### src/rtl/mesi_isc_pkg.sv
// ----------------------------------------------------------------------------
// mesi_isc_pkg
// Shared types and constants for the MESI ISC broadcast dispatcher:
//   - cbus_cmd_e : per-CPU cbus command encoding
//   - BREQ_*     : broadcast request type encoding
//   - state_e    : broadcast dispatcher FSM states
// ----------------------------------------------------------------------------
package mesi_isc_pkg;

    localparam int NUM_CPUS = 4;

    typedef enum logic [2:0] {
        CMD_NOP      = 3'd0,
        CMD_WR_SNOOP = 3'd1,
        CMD_RD_SNOOP = 3'd2,
        CMD_EN_WR    = 3'd3,
        CMD_EN_RD    = 3'd4
    } cbus_cmd_e;

    localparam logic [1:0] BREQ_NOP = 2'd0;
    localparam logic [1:0] BREQ_WR  = 2'd1;
    localparam logic [1:0] BREQ_RD  = 2'd2;

    typedef enum logic [1:0] {
        ST_IDLE   = 2'd0,
        ST_SNOOP  = 2'd1,
        ST_ENABLE = 2'd2
    } state_e;

    // One-hot mask selecting a single CPU.
    function automatic logic [NUM_CPUS-1:0] cpu_onehot(input logic [1:0] cpu);
        return 4'b0001 << cpu;
    endfunction

endpackage

### src/rtl/mesi_isc_broad_dispatch_if.sv
// ----------------------------------------------------------------------------
// mesi_isc_broad_dispatch_if
// Bundles the broad-FIFO read port and the four-CPU cbus port of the
// broadcast dispatcher. Signal suffixes are from the dispatcher's viewpoint.
//   master : the dispatcher (pops the FIFO, drives cbus commands)
//   slave  : the environment (FIFO head + CPU cbus acks)
// Signals:
//   broad_fifo_status_empty_i  FIFO empty
//   broad_addr_i/type_i/cpu_id_i/id_i  FIFO head (first-word fall-through)
//   cbus_ack_array_i           per-CPU ack pulses
//   broad_fifo_rd_o            FIFO pop
//   cbus_addr_o                active breq address
//   cbus_cmd_array_o           per-CPU cmds, CPU i at [i*W +: W]
//   broad_id_o                 active breq ID
// ----------------------------------------------------------------------------
interface mesi_isc_broad_dispatch_if #(
    parameter int CBUS_CMD_WIDTH   = 3,
    parameter int ADDR_WIDTH       = 32,
    parameter int BROAD_TYPE_WIDTH = 2,
    parameter int BROAD_ID_WIDTH   = 7
);
    logic                          broad_fifo_status_empty_i;
    logic [ADDR_WIDTH-1:0]         broad_addr_i;
    logic [BROAD_TYPE_WIDTH-1:0]   broad_type_i;
    logic [1:0]                    broad_cpu_id_i;
    logic [BROAD_ID_WIDTH-1:0]     broad_id_i;
    logic [3:0]                    cbus_ack_array_i;
    logic                          broad_fifo_rd_o;
    logic [ADDR_WIDTH-1:0]         cbus_addr_o;
    logic [4*CBUS_CMD_WIDTH-1:0]   cbus_cmd_array_o;
    logic [BROAD_ID_WIDTH-1:0]     broad_id_o;

    modport master (
        input  broad_fifo_status_empty_i, broad_addr_i, broad_type_i,
               broad_cpu_id_i, broad_id_i, cbus_ack_array_i,
        output broad_fifo_rd_o, cbus_addr_o, cbus_cmd_array_o, broad_id_o
    );

    modport slave (
        output broad_fifo_status_empty_i, broad_addr_i, broad_type_i,
               broad_cpu_id_i, broad_id_i, cbus_ack_array_i,
        input  broad_fifo_rd_o, cbus_addr_o, cbus_cmd_array_o, broad_id_o
    );
endinterface

### src/rtl/mesi_isc_broad_cmd_gen.sv
// ----------------------------------------------------------------------------
// mesi_isc_broad_cmd_gen
// Combinational mapping of dispatcher state to the four cbus commands.
//   state_i     : dispatcher FSM state
//   type_i      : latched breq type (WR/RD)
//   pending_i   : CPUs still owing a snoop ack
//   origin_i    : originating CPU
//   cmd_array_o : per-CPU command, CPU i at [i*W +: W]
// ----------------------------------------------------------------------------
module mesi_isc_broad_cmd_gen
    import mesi_isc_pkg::*;
#(
    parameter int CBUS_CMD_WIDTH   = 3,
    parameter int BROAD_TYPE_WIDTH = 2
) (
    input  state_e                               state_i,
    input  logic [BROAD_TYPE_WIDTH-1:0]          type_i,
    input  logic [NUM_CPUS-1:0]                  pending_i,
    input  logic [1:0]                           origin_i,
    output logic [NUM_CPUS*CBUS_CMD_WIDTH-1:0]   cmd_array_o
);
    logic      is_rd;
    cbus_cmd_e snoop_cmd;
    cbus_cmd_e enable_cmd;

    assign is_rd      = (type_i == BROAD_TYPE_WIDTH'(BREQ_RD));
    assign snoop_cmd  = is_rd ? CMD_RD_SNOOP : CMD_WR_SNOOP;
    assign enable_cmd = is_rd ? CMD_EN_RD    : CMD_EN_WR;

    // NOTE: every always_comb output gets a default first so no path leaves it
    // unassigned; otherwise synthesis infers a latch.
    always_comb begin
        cmd_array_o = '0;
        for (int i = 0; i < NUM_CPUS; i++) begin
            if (state_i == ST_SNOOP && pending_i[i]) begin
                cmd_array_o[i*CBUS_CMD_WIDTH +: CBUS_CMD_WIDTH] = CBUS_CMD_WIDTH'(snoop_cmd);
            end else if (state_i == ST_ENABLE && origin_i == 2'(i)) begin
                cmd_array_o[i*CBUS_CMD_WIDTH +: CBUS_CMD_WIDTH] = CBUS_CMD_WIDTH'(enable_cmd);
            end
        end
    end
endmodule

### src/rtl/mesi_isc_broad_dispatch.sv
// ----------------------------------------------------------------------------
// mesi_isc_broad_dispatch
// Reader side of the broadcast FIFO. Pops one breq at a time, snoops every
// CPU except the originator, collects their acks, then grants the originator
// its access and waits for its ack.
//   clk, rst    : clock, asynchronous active-high reset
//   bus         : FIFO read port + four-CPU cbus (master modport)
//   busy_o      : FSM not idle
//   wdog_err_o  : sticky watchdog error
// Optional feature: define MESI_ISC_BROAD_WDOG_EN to enable an 8-bit watchdog
// that aborts a breq stalled WDOG_CYCLES cycles in SNOOP or ENABLE.
// ----------------------------------------------------------------------------
module mesi_isc_broad_dispatch
    import mesi_isc_pkg::*;
#(
    parameter int CBUS_CMD_WIDTH   = 3,
    parameter int ADDR_WIDTH       = 32,
    parameter int BROAD_TYPE_WIDTH = 2,
    parameter int BROAD_ID_WIDTH   = 7,
    parameter int WDOG_CYCLES      = 255
) (
    input  logic                     clk,
    input  logic                     rst,
    mesi_isc_broad_dispatch_if.master bus,
    output logic                     busy_o,
    output logic                     wdog_err_o
);
    // The watchdog counter is 8 bits wide.
    if (WDOG_CYCLES < 1 || WDOG_CYCLES > 255) begin : g_wdog_range_check
        $error("WDOG_CYCLES must be in 1..255");
    end

    state_e                        state_q,   state_d;
    logic [NUM_CPUS-1:0]           pending_q, pending_d;
    logic [ADDR_WIDTH-1:0]         addr_q,    addr_d;
    logic [BROAD_TYPE_WIDTH-1:0]   type_q,    type_d;
    logic [1:0]                    origin_q,  origin_d;
    logic [BROAD_ID_WIDTH-1:0]     id_q,      id_d;
    logic                          pop;
    logic                          is_access;

`ifdef MESI_ISC_BROAD_WDOG_EN
    logic [7:0] wdog_cnt_q, wdog_cnt_d;
    logic       wdog_err_q, wdog_err_d;
    logic       wdog_fire;
    logic       ack_taken;
`endif

    assign pop       = (state_q == ST_IDLE) && !bus.broad_fifo_status_empty_i;
    assign is_access = (bus.broad_type_i == BROAD_TYPE_WIDTH'(BREQ_WR)) ||
                       (bus.broad_type_i == BROAD_TYPE_WIDTH'(BREQ_RD));

    always_comb begin
        state_d   = state_q;
        pending_d = pending_q;
        addr_d    = addr_q;
        type_d    = type_q;
        origin_d  = origin_q;
        id_d      = id_q;

        unique case (state_q)
            ST_IDLE: begin
                if (pop) begin
                    addr_d   = bus.broad_addr_i;
                    type_d   = bus.broad_type_i;
                    origin_d = bus.broad_cpu_id_i;
                    id_d     = bus.broad_id_i;
                    // NOP (or unknown) heads are discarded without cbus activity.
                    if (is_access) begin
                        pending_d = ~cpu_onehot(bus.broad_cpu_id_i);
                        state_d   = ST_SNOOP;
                    end
                end
            end
            ST_SNOOP: begin
                // Acks from CPUs not pending (including the origin) drop out here.
                pending_d = pending_q & ~bus.cbus_ack_array_i;
                if (pending_d == '0) state_d = ST_ENABLE;
            end
            ST_ENABLE: begin
                if (bus.cbus_ack_array_i[origin_q]) state_d = ST_IDLE;
            end
            default: state_d = ST_IDLE;
        endcase

`ifdef MESI_ISC_BROAD_WDOG_EN
        ack_taken = ((state_q == ST_SNOOP) && |(bus.cbus_ack_array_i & pending_q)) ||
                    ((state_q == ST_ENABLE) && bus.cbus_ack_array_i[origin_q]);
        wdog_fire  = (state_q != ST_IDLE) && (wdog_cnt_q == 8'(WDOG_CYCLES));
        wdog_err_d = wdog_err_q | wdog_fire;
        if (wdog_fire) begin
            state_d   = ST_IDLE;
            pending_d = '0;
        end
        wdog_cnt_d = (state_d != state_q || ack_taken || state_q == ST_IDLE) ?
                     8'd0 : wdog_cnt_q + 8'd1;
`endif
    end

    // NOTE: state registers use non-blocking assignments so every flop samples
    // the pre-edge values regardless of statement order.
    always_ff @(posedge clk or posedge rst) begin
        if (rst) begin
            state_q   <= ST_IDLE;
            pending_q <= '0;
            addr_q    <= '0;
            type_q    <= '0;
            origin_q  <= '0;
            id_q      <= '0;
        end else begin
            state_q   <= state_d;
            pending_q <= pending_d;
            addr_q    <= addr_d;
            type_q    <= type_d;
            origin_q  <= origin_d;
            id_q      <= id_d;
        end
    end

`ifdef MESI_ISC_BROAD_WDOG_EN
    always_ff @(posedge clk or posedge rst) begin
        if (rst) begin
            wdog_cnt_q <= '0;
            wdog_err_q <= 1'b0;
        end else begin
            wdog_cnt_q <= wdog_cnt_d;
            wdog_err_q <= wdog_err_d;
        end
    end
    assign wdog_err_o = wdog_err_q;
`else
    assign wdog_err_o = 1'b0;
`endif

    mesi_isc_broad_cmd_gen #(
        .CBUS_CMD_WIDTH   (CBUS_CMD_WIDTH),
        .BROAD_TYPE_WIDTH (BROAD_TYPE_WIDTH)
    ) u_cmd_gen (
        .state_i     (state_q),
        .type_i      (type_q),
        .pending_i   (pending_q),
        .origin_i    (origin_q),
        .cmd_array_o (bus.cbus_cmd_array_o)
    );

    assign bus.broad_fifo_rd_o = pop;
    assign bus.cbus_addr_o     = addr_q;
    assign bus.broad_id_o      = id_q;
    assign busy_o              = (state_q != ST_IDLE);
endmodule

### src/flat_wrapper.sv
// flat-port wrapper written by rule: the top's interface ports become plain ports
module mesi_isc_broad_dispatch_flat import mesi_isc_pkg::*;
#(
    parameter int CBUS_CMD_WIDTH   = 3,
    parameter int ADDR_WIDTH       = 32,
    parameter int BROAD_TYPE_WIDTH = 2,
    parameter int BROAD_ID_WIDTH   = 7,
    parameter int WDOG_CYCLES      = 255
)
  (clk, rst, busy_o, wdog_err_o, bus_broad_fifo_status_empty_i, bus_broad_addr_i, bus_broad_type_i, bus_broad_cpu_id_i, bus_broad_id_i, bus_cbus_ack_array_i, bus_broad_fifo_rd_o, bus_cbus_addr_o, bus_cbus_cmd_array_o, bus_broad_id_o);
  mesi_isc_broad_dispatch_if #(.CBUS_CMD_WIDTH(CBUS_CMD_WIDTH), .ADDR_WIDTH(ADDR_WIDTH), .BROAD_TYPE_WIDTH(BROAD_TYPE_WIDTH), .BROAD_ID_WIDTH(BROAD_ID_WIDTH)) bus_i ();
  input  logic clk;
  input  logic rst;
  output logic busy_o;
  output logic wdog_err_o;
  input wire logic [$bits(bus_i.broad_fifo_status_empty_i)-1:0] bus_broad_fifo_status_empty_i;
  input wire logic [$bits(bus_i.broad_addr_i)-1:0] bus_broad_addr_i;
  input wire logic [$bits(bus_i.broad_type_i)-1:0] bus_broad_type_i;
  input wire logic [$bits(bus_i.broad_cpu_id_i)-1:0] bus_broad_cpu_id_i;
  input wire logic [$bits(bus_i.broad_id_i)-1:0] bus_broad_id_i;
  input wire logic [$bits(bus_i.cbus_ack_array_i)-1:0] bus_cbus_ack_array_i;
  output wire logic [$bits(bus_i.broad_fifo_rd_o)-1:0] bus_broad_fifo_rd_o;
  output wire logic [$bits(bus_i.cbus_addr_o)-1:0] bus_cbus_addr_o;
  output wire logic [$bits(bus_i.cbus_cmd_array_o)-1:0] bus_cbus_cmd_array_o;
  output wire logic [$bits(bus_i.broad_id_o)-1:0] bus_broad_id_o;
  assign bus_i.broad_fifo_status_empty_i = bus_broad_fifo_status_empty_i;
  assign bus_i.broad_addr_i = bus_broad_addr_i;
  assign bus_i.broad_type_i = bus_broad_type_i;
  assign bus_i.broad_cpu_id_i = bus_broad_cpu_id_i;
  assign bus_i.broad_id_i = bus_broad_id_i;
  assign bus_i.cbus_ack_array_i = bus_cbus_ack_array_i;
  assign bus_broad_fifo_rd_o = bus_i.broad_fifo_rd_o;
  assign bus_cbus_addr_o = bus_i.cbus_addr_o;
  assign bus_cbus_cmd_array_o = bus_i.cbus_cmd_array_o;
  assign bus_broad_id_o = bus_i.broad_id_o;
  mesi_isc_broad_dispatch #(.CBUS_CMD_WIDTH(CBUS_CMD_WIDTH), .ADDR_WIDTH(ADDR_WIDTH), .BROAD_TYPE_WIDTH(BROAD_TYPE_WIDTH), .BROAD_ID_WIDTH(BROAD_ID_WIDTH), .WDOG_CYCLES(WDOG_CYCLES)) u_core (.clk(clk), .rst(rst), .bus(bus_i), .busy_o(busy_o), .wdog_err_o(wdog_err_o));
endmodule
### config.mk
export PLATFORM = sky130hd
export DESIGN_NAME = mesi_isc_broad_dispatch_flat
export DESIGN_NICKNAME = d
export VERILOG_FILES = /design/src/rtl/mesi_isc_pkg.sv /design/src/rtl/mesi_isc_broad_dispatch_if.sv /design/src/rtl/mesi_isc_broad_cmd_gen.sv /design/src/rtl/mesi_isc_broad_dispatch.sv /design/src/flat_wrapper.sv
export SDC_FILE = /design/constraint.sdc
export NUM_CORES = 1
export LEC_CHECK = 0
export CORE_MARGIN = 10
export CORE_UTILIZATION = 41
export DETAILED_ROUTE_END_ITERATION = 7
export GPL_ROUTABILITY_DRIVEN = 0
export HOLD_SLACK_MARGIN = 0.08
export PLACE_DENSITY = 0.85
export SLEW_MARGIN = 40
export SYNTH_ARGS = -nofsm -noshare
export SYNTH_HDL_FRONTEND = slang
export SYNTH_SLANG_ARGS = --single-unit
### constraint.sdc
create_clock -name clk -period 1.7 [get_ports clk]
set_input_delay 0.34 -clock clk [delete_from_list [all_inputs] [get_ports clk]]
set_output_delay 0.34 -clock clk [all_outputs]
set_load 0.1 [all_outputs]
== Yosys cells after proc, flatten, opt, wreduce, memory -nomap -nowiden ==
Cells that the tools add are included.

* Shifts and indexed selects: 1
* Eq/ne operators: 12
* Reductions and logical operators: 19
* Muxes and demuxes: 20
* Magnitude comparators: 1
* Bitwise operators: 3

{| class="wikitable"
|+ Operators by type and width
! operator !! number
|-
| 2-to-1 mux 3 bit || 9
|-
| == test 2 bit, second input constant || 5
|-
| 2-to-1 mux 2 bit || 5
|-
| logical AND 1 bit || 9
|-
| 2-to-1 mux 4 bit || 2
|-
| NOT 4 bit || 2
|-
| case mux 4 bit (2 select lines) || 1
|-
| == test 2 x 1 -> 1 bit, second input constant || 3
|-
| inequality test 2 x 1 -> 1 bit, second input constant || 3
|-
| case mux 2 bit (3 select lines) || 1
|-
| AND 4 bit || 1
|-
| logical NOT 2 bit || 2
|-
| logical NOT 4 bit || 1
|-
| AND reduction 4 bit || 1
|-
| nonzero test 2 bit || 2
|-
| << shifter 1 x 2 -> 4 bit, first input constant || 1
|-
| less-than comparator 2 x 3 -> 1 bit, second input constant || 1
|-
| AND reduction 3 bit || 1
|-
| binary-select mux 1 bit (select 2 bit) || 1
|-
| inequality test 2 bit, second input constant || 1
|-
| AND reduction 2 bit || 1
|-
| logical NOT 1 bit || 1
|-
| logical OR 1 bit || 1
|-
| 2-to-1 mux 1 bit || 1
|}

* Logic and storage cells: 62
* Register bits after elaboration: 49
* Output and inout bits: 54

== Depth between registers and ports, before layout ==
Gate-level depths: netlist (run 1).

* Depth in word-level cells: 5
* Gate-level depth with buffers: 4

== Cells and area by module ==
A second synthesis (run 1) with hierarchy kept.

* Cell total of the unflattened synthesis: 166
* Area, all modules: 2,247.2 um^2

{| class="wikitable"
|+ By module, submodules not included
! module !! sequential area each (um^2) !! cells an instance !! area each (um^2) !! instances
|-
| mesi_isc_broad_dispatch || 1,226.2 || 131 || 2,005.7 || 1
|-
| mesi_isc_broad_cmd_gen || 0.0 || 35 || 241.5 || 1
|}

== Worst setup path after synthesis (run 1) ==
Ideal clock, no wire load.

* Path kind: register to output
* From: reg u_core.state_q[1]
* To: out bus_cbus_cmd_array_o[2]
* Arrival: 2,884 ps
* Setup slack: -1,524 ps
* Stages on the path, launching flop included: 5
* Path buffers: 1
* Path through: dfrtp_1 > nor2b_1 > clkbuf_1 > nand2_1 > nor3_1

* Word-level cells in the longest chain between the ends: 4
* Elaborated cells on any way between the ends: 6

{| class="wikitable"
|+ RTL lines
! what !! line !! text
|-
| from (decl) || mesi_isc_broad_dispatch.sv:33 || <nowiki>state_e state_q, state_d;</nowiki>
|-
| from (signal assigned) || mesi_isc_broad_dispatch.sv:111 || <nowiki>state_q <= state_d;</nowiki>
|-
| == test 2 bit || mesi_isc_broad_cmd_gen.sv:37 || <nowiki>end else if (state_i == ST_ENABLE && origin_i == 2'(i)) begin</nowiki>
|-
| logical AND 1 bit || mesi_isc_broad_cmd_gen.sv:37 ||
|-
| 2-to-1 mux 3 bit || mesi_isc_broad_cmd_gen.sv:37 ||
|-
| 2-to-1 mux 3 bit (*) || mesi_isc_broad_cmd_gen.sv:35 || <nowiki>if (state_i == ST_SNOOP && pending_i[i]) begin</nowiki>
|-
| to (decl) || flat_wrapper.sv:24 || <nowiki>output wire logic [$bits(bus_i.cbus_cmd_array_o)-1:0] bus_cbus_cmd_array_o;</nowiki>
|}

Mark *: on every way between the ends. The rest lies on a longest branch, timed or not.

== Final worst setup path (run 1) ==
* From: reg u_core.state_q[1]
* To: out bus_cbus_cmd_array_o[10]

Same word-level chain as after synthesis.

==> results of run 1 <==
worst register-to-register path: stages (launching register included):
cell and delay, ns:
dfrtp_1 0.39, buf_6 0.12, buf_4 0.14, nor3_4 0.24, buf_6 0.22, clkbuf_16 0.20, mux2_4 0.30
routing by layer:
metal	global-route usage	vias up
li1	-	804
met1	0.148	913
met2	0.262	58
met3	0.0775	4
met4	0.0321	0
met5	0	-
sequential cells by signal, indices dropped and copies added (netlist names):
signal and flops:
u_core.type_q 2, u_core.origin_q 2, u_core.bus.cbus_addr_o 32, u_core.pending_q 4
u_core.state_q 2, u_core.bus.broad_id_o 7
repair_timing:
action	CTS	global route
endpoints found under the setup margin	14	62
pin swaps	8	3
gates resized for setup	16	45
cloned	0	5
hold buffers	0	0
setup buffers	2	1
final cells by class:
type	instances	area share
repair buffers	124	0.420
flip-flops and latches	49	0.279
multi-input cells	98	0.259
well taps	70	0.0199
clock buffers	5	0.0157
inverters	4	0.00342
clock inverters	2	0.00313
logic make-up after synthesis:
kind of cell,Yosys count,share of synthesized area
multiplexers,48,0.249
AND/OR/NAND/NOR,32,0.0842
other,1,0.00173
buffers and inverters,13,0.0381
XOR/XNOR,1,0.00404
flip-flops,49,0.565
AO/OA/AOI/OAI,16,0.0577
worst paths after layout:
kind / from / endpoint / slack [ns] / depth (start not counted)
min in group clk: u_core.bus.cbus_addr_o[7] / u_core.bus.cbus_addr_o[7] / 0.58 / 1
setup reg to reg: u_core.state_q[0] / u_core.bus.cbus_addr_o[0] / -0.03 / 6
setup / recovery: u_core.state_q[1] / bus_cbus_cmd_array_o[10] / -0.20 / 4
hold / removal: rst / u_core.bus.broad_id_o[3] / 0.43 / 3
max in group asynchronous: rst / u_core.origin_q[0] / 0.93 / 3
hold reg to reg: u_core.bus.cbus_addr_o[7] / u_core.bus.cbus_addr_o[7] / 0.58 / 1
cell usage in the layout (no fill, tap or decap), types with 4 or more instances in the layout:
cell type and n:
mux2_2 9, clkbuf_8 5, buf_12 56, clkdlybuf4s50_1 49, o21ai_0 4, mux2i_1 4, nor2b_1 7, mux2_4 35
dfrtp_1 48, nor2_4 6, buf_4 11
through the flow:
stage	area [µm²]	hold slack (ns)	setup TNS, ns	cells	utilization
after floorplan	2260	0.473	-0.870	160	-
after global placement	3970	0.496	-1.74	338	0.777
after detailed placement	3970	0.510	-2.42	338	0.777
after CTS	4130	0.397	-2.58	347	0.808
after global routing	4390	0.443	-4.73	352	0.860
final	4390	0.426	-2.32	352	0.860
==> summary.md, run 1 <==
| Metric | Value |
|---|---|
| Most frequent cells after synthesis | `dfrtp_1 (49), mux2_2 (39), nor2b_1 (10)` |
| TritonCTS Buffers | `5` |
| CTS tree | `done` |
| Count of unique library cells instantiated by Yosys | `31` |
| WP data required | `~1.4 ns` |
| Metal-1 WL | `approximately 2800 µm` |
| Core area | `a little over 5000 µm²` |
| Area contributors post-synth | `dfrtp_1 (57%), mux2_2 (20%), nor2b_1 (2.9%)` |
| Boundary pin count | `approximately 100` |
| DR DRC count | `0` |
| Slew margin rel. | `0.597` |
| Max Slew Vio Count | `0` |
| Largest net degree at the start of global routing | `35` |
| Post-synth top area cell | `dfrtp_1` |
| Yosys Warn Count | `0` |
| Final Skew | `about 0.015 ns` |
| Die X | `92.7 µm` |
| WL per Instance | `roughly 21 µm` |
| DR WL met3 | `between 500 and 600 µm` |
| Dpl ws | `-0.0938 ns` |
| Syn nets | `210` |
| # fillers | `230` |
| Worst hold path class | `in2async` |
| Initial antenna violation count | `0` |
| Vias in the first global route | `between 1500 and 2000` |
| FMAX | `between 0.5 and 0.6 GHz` |
| Max-cap viol count | `0` |
| Layout cells sized above 1 | `0.543` |
| Status | `finished, violations left` |
| Setup crit start kind | `flop` |
| Cell breakdown of the critical path | `or2b_1 -> nor2_4 -> a32o_4 -> buf_12` |
| Crit Path Max Fanout | `4` |
| Detailed Routing Iterations Pass 1 | `4` |
| H-tree lvl count | `2` |
| Routed Antenna Nets | `0` |
| Slew @ Worst Pin | `between 0.5 and 0.6 ns` |
| Clock Latency Late Sink | `0.31 ns` |
| Endpoints failing setup | `26` |
| DR top layer | `met4` |
| Global-route wire length before repair | `between 9000 and 10000 µm` |
| PnR worst setup slack | `-0.198 ns` |
| Slowest cell on the critical path | `dfrtp_1` |
| Reg area | `1230 µm²` |
| WP buf/inv | `1` |
| HPWL Detailed | `approximately 5000 µm` |
| Synth top area share | `0.565` |
| Tcrit/Tclk final | `1.12` |
| Worst-path clk slew | `roughly 0.1 ns` |
| CP delay by family, top | `simple AND/OR/NAND/NOR gates` |
| Initial core utilization | `0.425` |
| Violated checks | `negative setup slack` |
| Port Buffers | `roughly 100` |
| Die Y | `between 90 and 100 µm` |
| Final #Nets | `around 330` |
| Crit path time final | `1.90 ns` |
| Area of the multi-input gates | `1140 µm²` |
| Routed wl met2 | `4020 µm` |
| Via density | `5.05` |
| DR iter-0 viols | `68` |
| CTS sink cnt | `49` |
| Post-synth EDFFs | `0` |
| Synthesized area | `about 2200 µm²` |
| WP data arrival | `~1.6 ns` |
| Register bit total from synthesis | `49` |
| Die area | `~8600 µm²` |
| Clock Path Buffers | `2` |
| Final hold viol count | `0` |
| Area delta synth->final | `103%` |
| Std cell rows | `26` |
| GRT overflow | `0` |
| Via Count | `1779` |
| Sequential cell area fraction in the yosys report | `0.565` |
| CP max stage delay | `between 0.3 and 0.4 ns` |
| FFs w/ async S/R, synth | `1.00` |
| ANT cells | `0` |
| Clock tree root buffer cell | `clkbuf_8` |
| RSZ-0062 raised after global routing | `yes` |
| CP Class | `reg2out` |
| Syn_area_per_cell | `~14 µm²` |
| Main synth FF type | `dfrtp_1` |
| Total Wirelength | `roughly 7400 µm` |
| GRT Overall Usage | `0.146` |
| CP Capture Type | `output pin` |
| Most numerous cell in the Yosys netlist | `dfrtp_1` |
| Cells after synthesis | `160` |
Power of run 1 is not shown: default switching activity piles up to over one toggle a cycle in this logic, so the estimate is an artifact.
==> run 2, diff against run 1 <==
CORE_MARGIN = not set   (was 10)
CORE_UTILIZATION = 30   (was 41)
PLACE_DENSITY = 0.66   (was 0.85)
==> run 2 against run 1 <==
  * Design area increased by 3.2%
  * Non-clock buffer count is 6 higher
  * The flow still finishes with violations (negative setup slack)
  * Worst hold slack got worse by 0.038 ns
  * Wire length down 21%
  * Sequential share of layout area fell by 0.85 points
  * Final cell count is 9.4% higher
  * Via count is 1.7% lower
==> summary.md, run 2 (synthesized netlist as in run 1, its figures left out) <==
| Metric | Value |
|---|---|
| Area of placed instances | `4010 µm² (was 3970 µm²)` |
| Crit Reg-Reg Startpoint | `u_core.state_q[1] (was u_core.state_q[0])` |
| Largest net degree at the start of global routing | `50 (was 35)` |
| CP Class | `reg2out (unchanged)` |
| Core area | `6870 µm² (was 5110 µm²)` |
| Initial antenna violation count | `0 (unchanged)` |
| Die Y | `87.0 µm (was 92.7 µm)` |
| Max-cap viol count | `0 (unchanged)` |
| Layout cells sized above 1 | `0.557 (was 0.543)` |
| TritonCTS Buffers | `5 (unchanged)` |
| Hold buffer count at CTS | `0 (unchanged)` |
| Setup crit start kind | `flop (unchanged)` |
| ANT cells | `0 (unchanged)` |
| DR iter-0 viols | `32 (was 68)` |
| Reg area | `1230 µm² (about the same)` |
| Depth of the worst register-to-register path | `7 (was 6)` |
| Clock Latency Late Sink | `0.30 ns (was 0.31 ns)` |
| Via density | `4.54 (was 5.05)` |
| Final #Nets | `338 (was 332)` |
| GRT Overall Usage | `0.146 (about the same)` |
| Worst-path clk slew | `0.10 ns (about the same)` |
| RSZ-0062 raised after global routing | `yes (unchanged)` |
| HPWL Detailed | `3970 µm (was 5120 µm)` |
| Dpl ws | `-0.0718 ns (was -0.0938 ns)` |
| Violated checks | `negative setup slack (unchanged)` |
| Initial core utilization | `0.316 (was 0.425)` |
| Worst hold path class | `in2async (unchanged)` |
| Crit path time final | `1.87 ns (was 1.90 ns)` |
| Global-route wire length before repair | `8560 µm (was 9970 µm)` |
| Final Skew | `0.0120 ns (was 0.0152 ns)` |
| Port Buffers | `102 (unchanged)` |
| WL per Instance | `15.3 µm (was 21.2 µm)` |
| Area of the multi-input gates | `1140 µm² (about the same)` |
| FMAX | `0.535 GHz (was 0.527 GHz)` |
| Die area | `7570 µm² (was 8600 µm²)` |
| DR DRC count | `0 (unchanged)` |
| Max Slew Vio Count | `0 (unchanged)` |
| Crit Path Max Fanout | `4 (unchanged)` |
| Via Count | `1748 (was 1779)` |
| GRT overflow | `0 (unchanged)` |
| CTS tree | `done (unchanged)` |
| Slew margin rel. | `0.605 (was 0.597)` |
| CP Capture Type | `output pin (unchanged)` |
| Vias in the first global route | `1750 (was 1868)` |
| CTS sink cnt | `49 (unchanged)` |
| Routed Antenna Nets | `0 (unchanged)` |
| R2R setup slack | `-0.04 ns (was -0.03 ns)` |
| Hold WS | `0.388 ns (was 0.426 ns)` |
| Most frequent cells in the layout | `buf_12 (59), clkdlybuf4s50_1 (49), dfrtp_1 (47) (was buf_12 (56), clkdlybuf4s50_1 (49), dfrtp_1 (48))` |
| Area delta synth->final | `109% (was 103%)` |
| WP data arrival | `1.53 ns (was 1.56 ns)` |
| Final hold viol count | `0 (unchanged)` |
| Clock tree root buffer cell | `clkbuf_8 (unchanged)` |
| Boundary pin count | `104 (unchanged)` |
| Status | `finished, violations left (unchanged)` |
| Slew @ Worst Pin | `0.578 ns (was 0.589 ns)` |
| Tcrit/Tclk final | `1.10 (was 1.12)` |
| Clock Path Buffers | `2 (unchanged)` |
| CP startpoint | `u_core.state_q[0] (was u_core.state_q[1])` |
| Detailed Routing Iterations Pass 1 | `3 (was 4)` |
| Die X | `87.0 µm (was 92.7 µm)` |
| Largest register FFs | `32 (unchanged)` |
| PnR worst setup slack | `-0.171 ns (was -0.198 ns)` |
| Worst r2r dst | `u_core.bus.cbus_addr_o[1] (was u_core.bus.cbus_addr_o[0])` |
| Total Wirelength | `5890 µm (was 7450 µm)` |
| Post-route cell area | `4540 µm² (was 4390 µm²)` |
| # fillers | `521 (was 230)` |
| H-tree lvl count | `2 (unchanged)` |
| Endpoints failing setup | `32 (was 26)` |
| Std cell rows | `30 (was 26)` |
| Most common cell after layout, fill and taps aside | `buf_12 (unchanged)` |
| WP data required | `1.36 ns (about the same)` |
==> run 2: worst max path at each step <==
stage / to / cells past startpoint
floorplan: bus_cbus_cmd_array_o[2] / 4
global placement: u_core.bus.broad_id_o[4] / 4
detailed placement: u_core.bus.cbus_addr_o[22] / 4
CTS: bus_cbus_cmd_array_o[1] / 5
global route: bus_cbus_cmd_array_o[1] / 5
finish: bus_cbus_cmd_array_o[1] / 5
==> run 2: metal layers <==
metal	wire length (µm)	vias to the layer above	global-route usage
met2	2910	55	0.236
met1	2600	874	0.189
met3	350	5	0.0464
li1	-	814	-
met5	0	-	0
met4	33	0	0.0364
==> run 2: timing repair <==
action / in CTS / in global routing
setup buffers: 3 / 7
pin swaps: 8 / 4
endpoints found under the setup margin: 14 / 45
cloned: 0 / 4
resized for setup: 16 / 53
==> run 2: final cells by class <==
cell class,instances,area share
sequential,49,0.271
timing repair buffer,130,0.423
clock buffer,6,0.0160
inverter,4,0.00331
multi-input combinational,98,0.252
tap,96,0.0265
clock inverter,2,0.00855
==> run 2: critical path, cell delays in order (launching register included) <==
cell and delay [ns]:
dfrtp_1 0.42, or2b_1 0.29, nor2_4 0.13, buf_6 0.12, a22o_4 0.12, buf_12 0.16
==> run 2: through the flow <==
step / std cells / utilization / setup TNS, ns
after floorplan: 160 / - / -0.870
after CTS: 374 / 0.610 / -1.63
after global placement: 363 / 0.583 / -1.56
after global routing: 385 / 0.660 / -4.90
final: 385 / 0.660 / -2.19
after detailed placement: 363 / 0.583 / -2.11
Power of run 2 is left out for the same reason.
==> run 3, diff against run 2 <==
==> constraint.sdc (replaced) <==
create_clock -name clk -period 1.7 [get_ports clk]
set_input_delay 0.34 -clock clk [delete_from_list [all_inputs] [get_ports clk]]
set_output_delay 0.34 -clock clk [all_outputs]
set_load 0.01 [all_outputs]
==> run 3 against run 2 <==
  * Design area decreased by 23%
  * Wire length decreased by 18%
  * Critical path depth decreased by 1
  * Worst hold slack got worse by 0.045 ns
  * The flow still finishes with violations (negative setup slack)
  * Clock skew decreased by 0.0069 ns
  * Die area unchanged
  * Final cell count decreased by 1.8%
==> summary.md, run 3 (synthesized netlist as in run 1, its figures left out) <==
| Metric | Value |
|---|---|
| Layout cells sized above 1 | `0.330 (was 0.557)` |
| CP Capture Type | `output pin (unchanged)` |
| VDD IR max | `approximately 0.6 mV` |
| Depth of the worst register-to-register path | `5 (was 7)` |
| Clock Path Buffers | `2 (unchanged)` |
| Hold buffer count at CTS | `0 (unchanged)` |
| Tcrit/Tclk final | `1.03 (was 1.10)` |
| Violated checks | `negative setup slack (unchanged)` |
| Setup TNS | `-0.219 ns (was -2.19 ns)` |
| Hold WS | `0.343 ns (was 0.388 ns)` |
| Crit Path Max Fanout | `3 (was 4)` |
| WP data required | `1.36 ns (about the same)` |
| Routed Antenna Nets | `0 (unchanged)` |
| Die Y | `87.0 µm (unchanged)` |
| GRT Overall Usage | `0.134 (was 0.146)` |
| PnR worst setup slack | `-0.0586 ns (was -0.171 ns)` |
| Die X | `87.0 µm (unchanged)` |
| HPWL Detailed | `3730 µm (was 3970 µm)` |
| Final #Nets | `331 (was 338)` |
| Via density | `4.40 (was 4.54)` |
| CP Class | `reg2out (unchanged)` |
| Dpl ws | `-0.257 ns (was -0.0718 ns)` |
| DR iter-0 viols | `28 (was 32)` |
| Worst hold path class | `in2async (unchanged)` |
| Via Count | `1663 (was 1748)` |
| Most frequent cells in the layout | `clkdlybuf4s50_1 (88), dfrtp_1 (49), mux2_2 (39) (was buf_12 (59), clkdlybuf4s50_1 (49), dfrtp_1 (47))` |
| ANT cells | `0 (unchanged)` |
| H-tree lvl count | `2 (unchanged)` |
| Endpoints failing setup | `10 (was 32)` |
| Vias in the first global route | `1744 (was 1750)` |
| CTS tree | `done (unchanged)` |
| Total Wirelength | `4810 µm (was 5890 µm)` |
| Boundary pin count | `104 (unchanged)` |
| Core area | `6870 µm² (unchanged)` |
| WP data arrival | `1.42 ns (was 1.53 ns)` |
| Largest net degree at the start of global routing | `24 (was 50)` |
| Largest register FFs | `32 (unchanged)` |
| Die area | `7570 µm² (unchanged)` |
| Slew margin rel. | `0.639 (was 0.605)` |
| Status | `finished, violations left (unchanged)` |
| Detailed Routing Iterations Pass 1 | `3 (unchanged)` |
| Initial core utilization | `0.316 (unchanged)` |
| Worst-path clk slew | `0.09 ns (was 0.10 ns)` |
| Most common cell after layout, fill and taps aside | `clkdlybuf4s50_1 (was buf_12)` |
| Clock Latency Late Sink | `0.29 ns (was 0.30 ns)` |
| DR DRC count | `0 (unchanged)` |
| Final Skew | `0.00510 ns (was 0.0120 ns)` |
| GRT overflow | `0 (unchanged)` |
| Initial antenna violation count | `0 (unchanged)` |
| Leakage | `around 1.5 nW` |
| Std cell rows | `30 (unchanged)` |
| Max-cap viol count | `0 (unchanged)` |
| FMAX | `0.569 GHz (was 0.535 GHz)` |
| Crit path time final | `1.76 ns (was 1.87 ns)` |
| TritonCTS Buffers | `5 (unchanged)` |
| Clock tree root buffer cell | `clkbuf_8 (unchanged)` |
| Final hold viol count | `0 (unchanged)` |
| Max Slew Vio Count | `0 (unchanged)` |
| Setup crit start kind | `flop (unchanged)` |
| RSZ-0062 raised after global routing | `yes (unchanged)` |
| Global-route wire length before repair | `7960 µm (was 8560 µm)` |
| CTS sink cnt | `49 (unchanged)` |
| PwrDens | `about 1600 nW/µm²` |
| Area delta synth->final | `61.6% (was 109%)` |
| Port Buffers | `102 (unchanged)` |
| WL per Instance | `12.7 µm (was 15.3 µm)` |
| Slew @ Worst Pin | `0.528 ns (was 0.578 ns)` |
[run 3: changes by cell type in the layout (fill, tap and decap cells not counted), sizes merged]
| cell | change |
|---|---|
| clkdlybuf4s50 | +39 |
| buf | -43 |
| bufinv | -1 |
| clkbuf | -2 |
| clkinv | -1 |
| clkinvlp | +1 |
[run 3: worst paths after layout]
path | startpoint | slack (ns) | endpoint
max | u_core.state_q[0] | -0.06 | bus_broad_fifo_rd_o
min | rst | 0.34 | u_core.bus.broad_id_o[1]
max reg2reg | u_core.state_q[0] | 0.06 | u_core.bus.cbus_addr_o[17]
min reg2reg | u_core.bus.cbus_addr_o[14] | 0.49 | u_core.bus.cbus_addr_o[14]
max in group asynchronous | rst | 0.92 | u_core.bus.cbus_addr_o[1]
min in group clk | u_core.bus.cbus_addr_o[14] | 0.49 | u_core.bus.cbus_addr_o[14]
[run 3: worst max-delay path, cell delays in order (launching register included)]
cell and delay [ns]:
dfrtp_1 0.40, buf_6 0.12, buf_6 0.11, nor3_4 0.29, buf_2 0.21
[run 3: stage by stage]
stage	cell area, µm²	total power, mW	cells	util
final	3500	5.72	378	0.510
after CTS	3470	5.73	377	0.505
after floorplan	2170	3.45	160	-
after global routing	3500	6.11	378	0.510
after detailed placement	3420	5.06	369	0.497
after global placement	3420	5.03	369	0.497
[run 3: routing by layer]
metal  track usage  vias to the layer above  wire, µm
met5             0                        -         0
met4        0.0227                        0        19
met3        0.0455                        2       300
met2         0.238                       48      2400
met1         0.158                      813      2090
li1              -                      800         -
[run 3: repair_timing]
item	4_1_cts	5_1_grt
setup endpoints to repair	61	61
setup buffers	1	1
gates cloned	0	0
gates resized for setup	67	7
pin swaps	6	4
[run 3: report_power, final]
group	switching (mW)	internal (mW)	leakage [nW]
logic	1.10	1.86	0.902
registers	0.342	1.75	0.576
clock network	0.372	0.292	0.0385
total	1.82	3.90	1.52
[run 3: cell type report]
cell class	count	area [µm²]
well taps	96	120
multi-input cells	98	895
repair buffers	123	1160
flip-flops and latches	49	1230
clock inverters	1	7.51
inverters	4	15.0
fillers	643	3370
clock buffers	7	76.3
No activity file was read; power rests on OpenSTA's default activity.
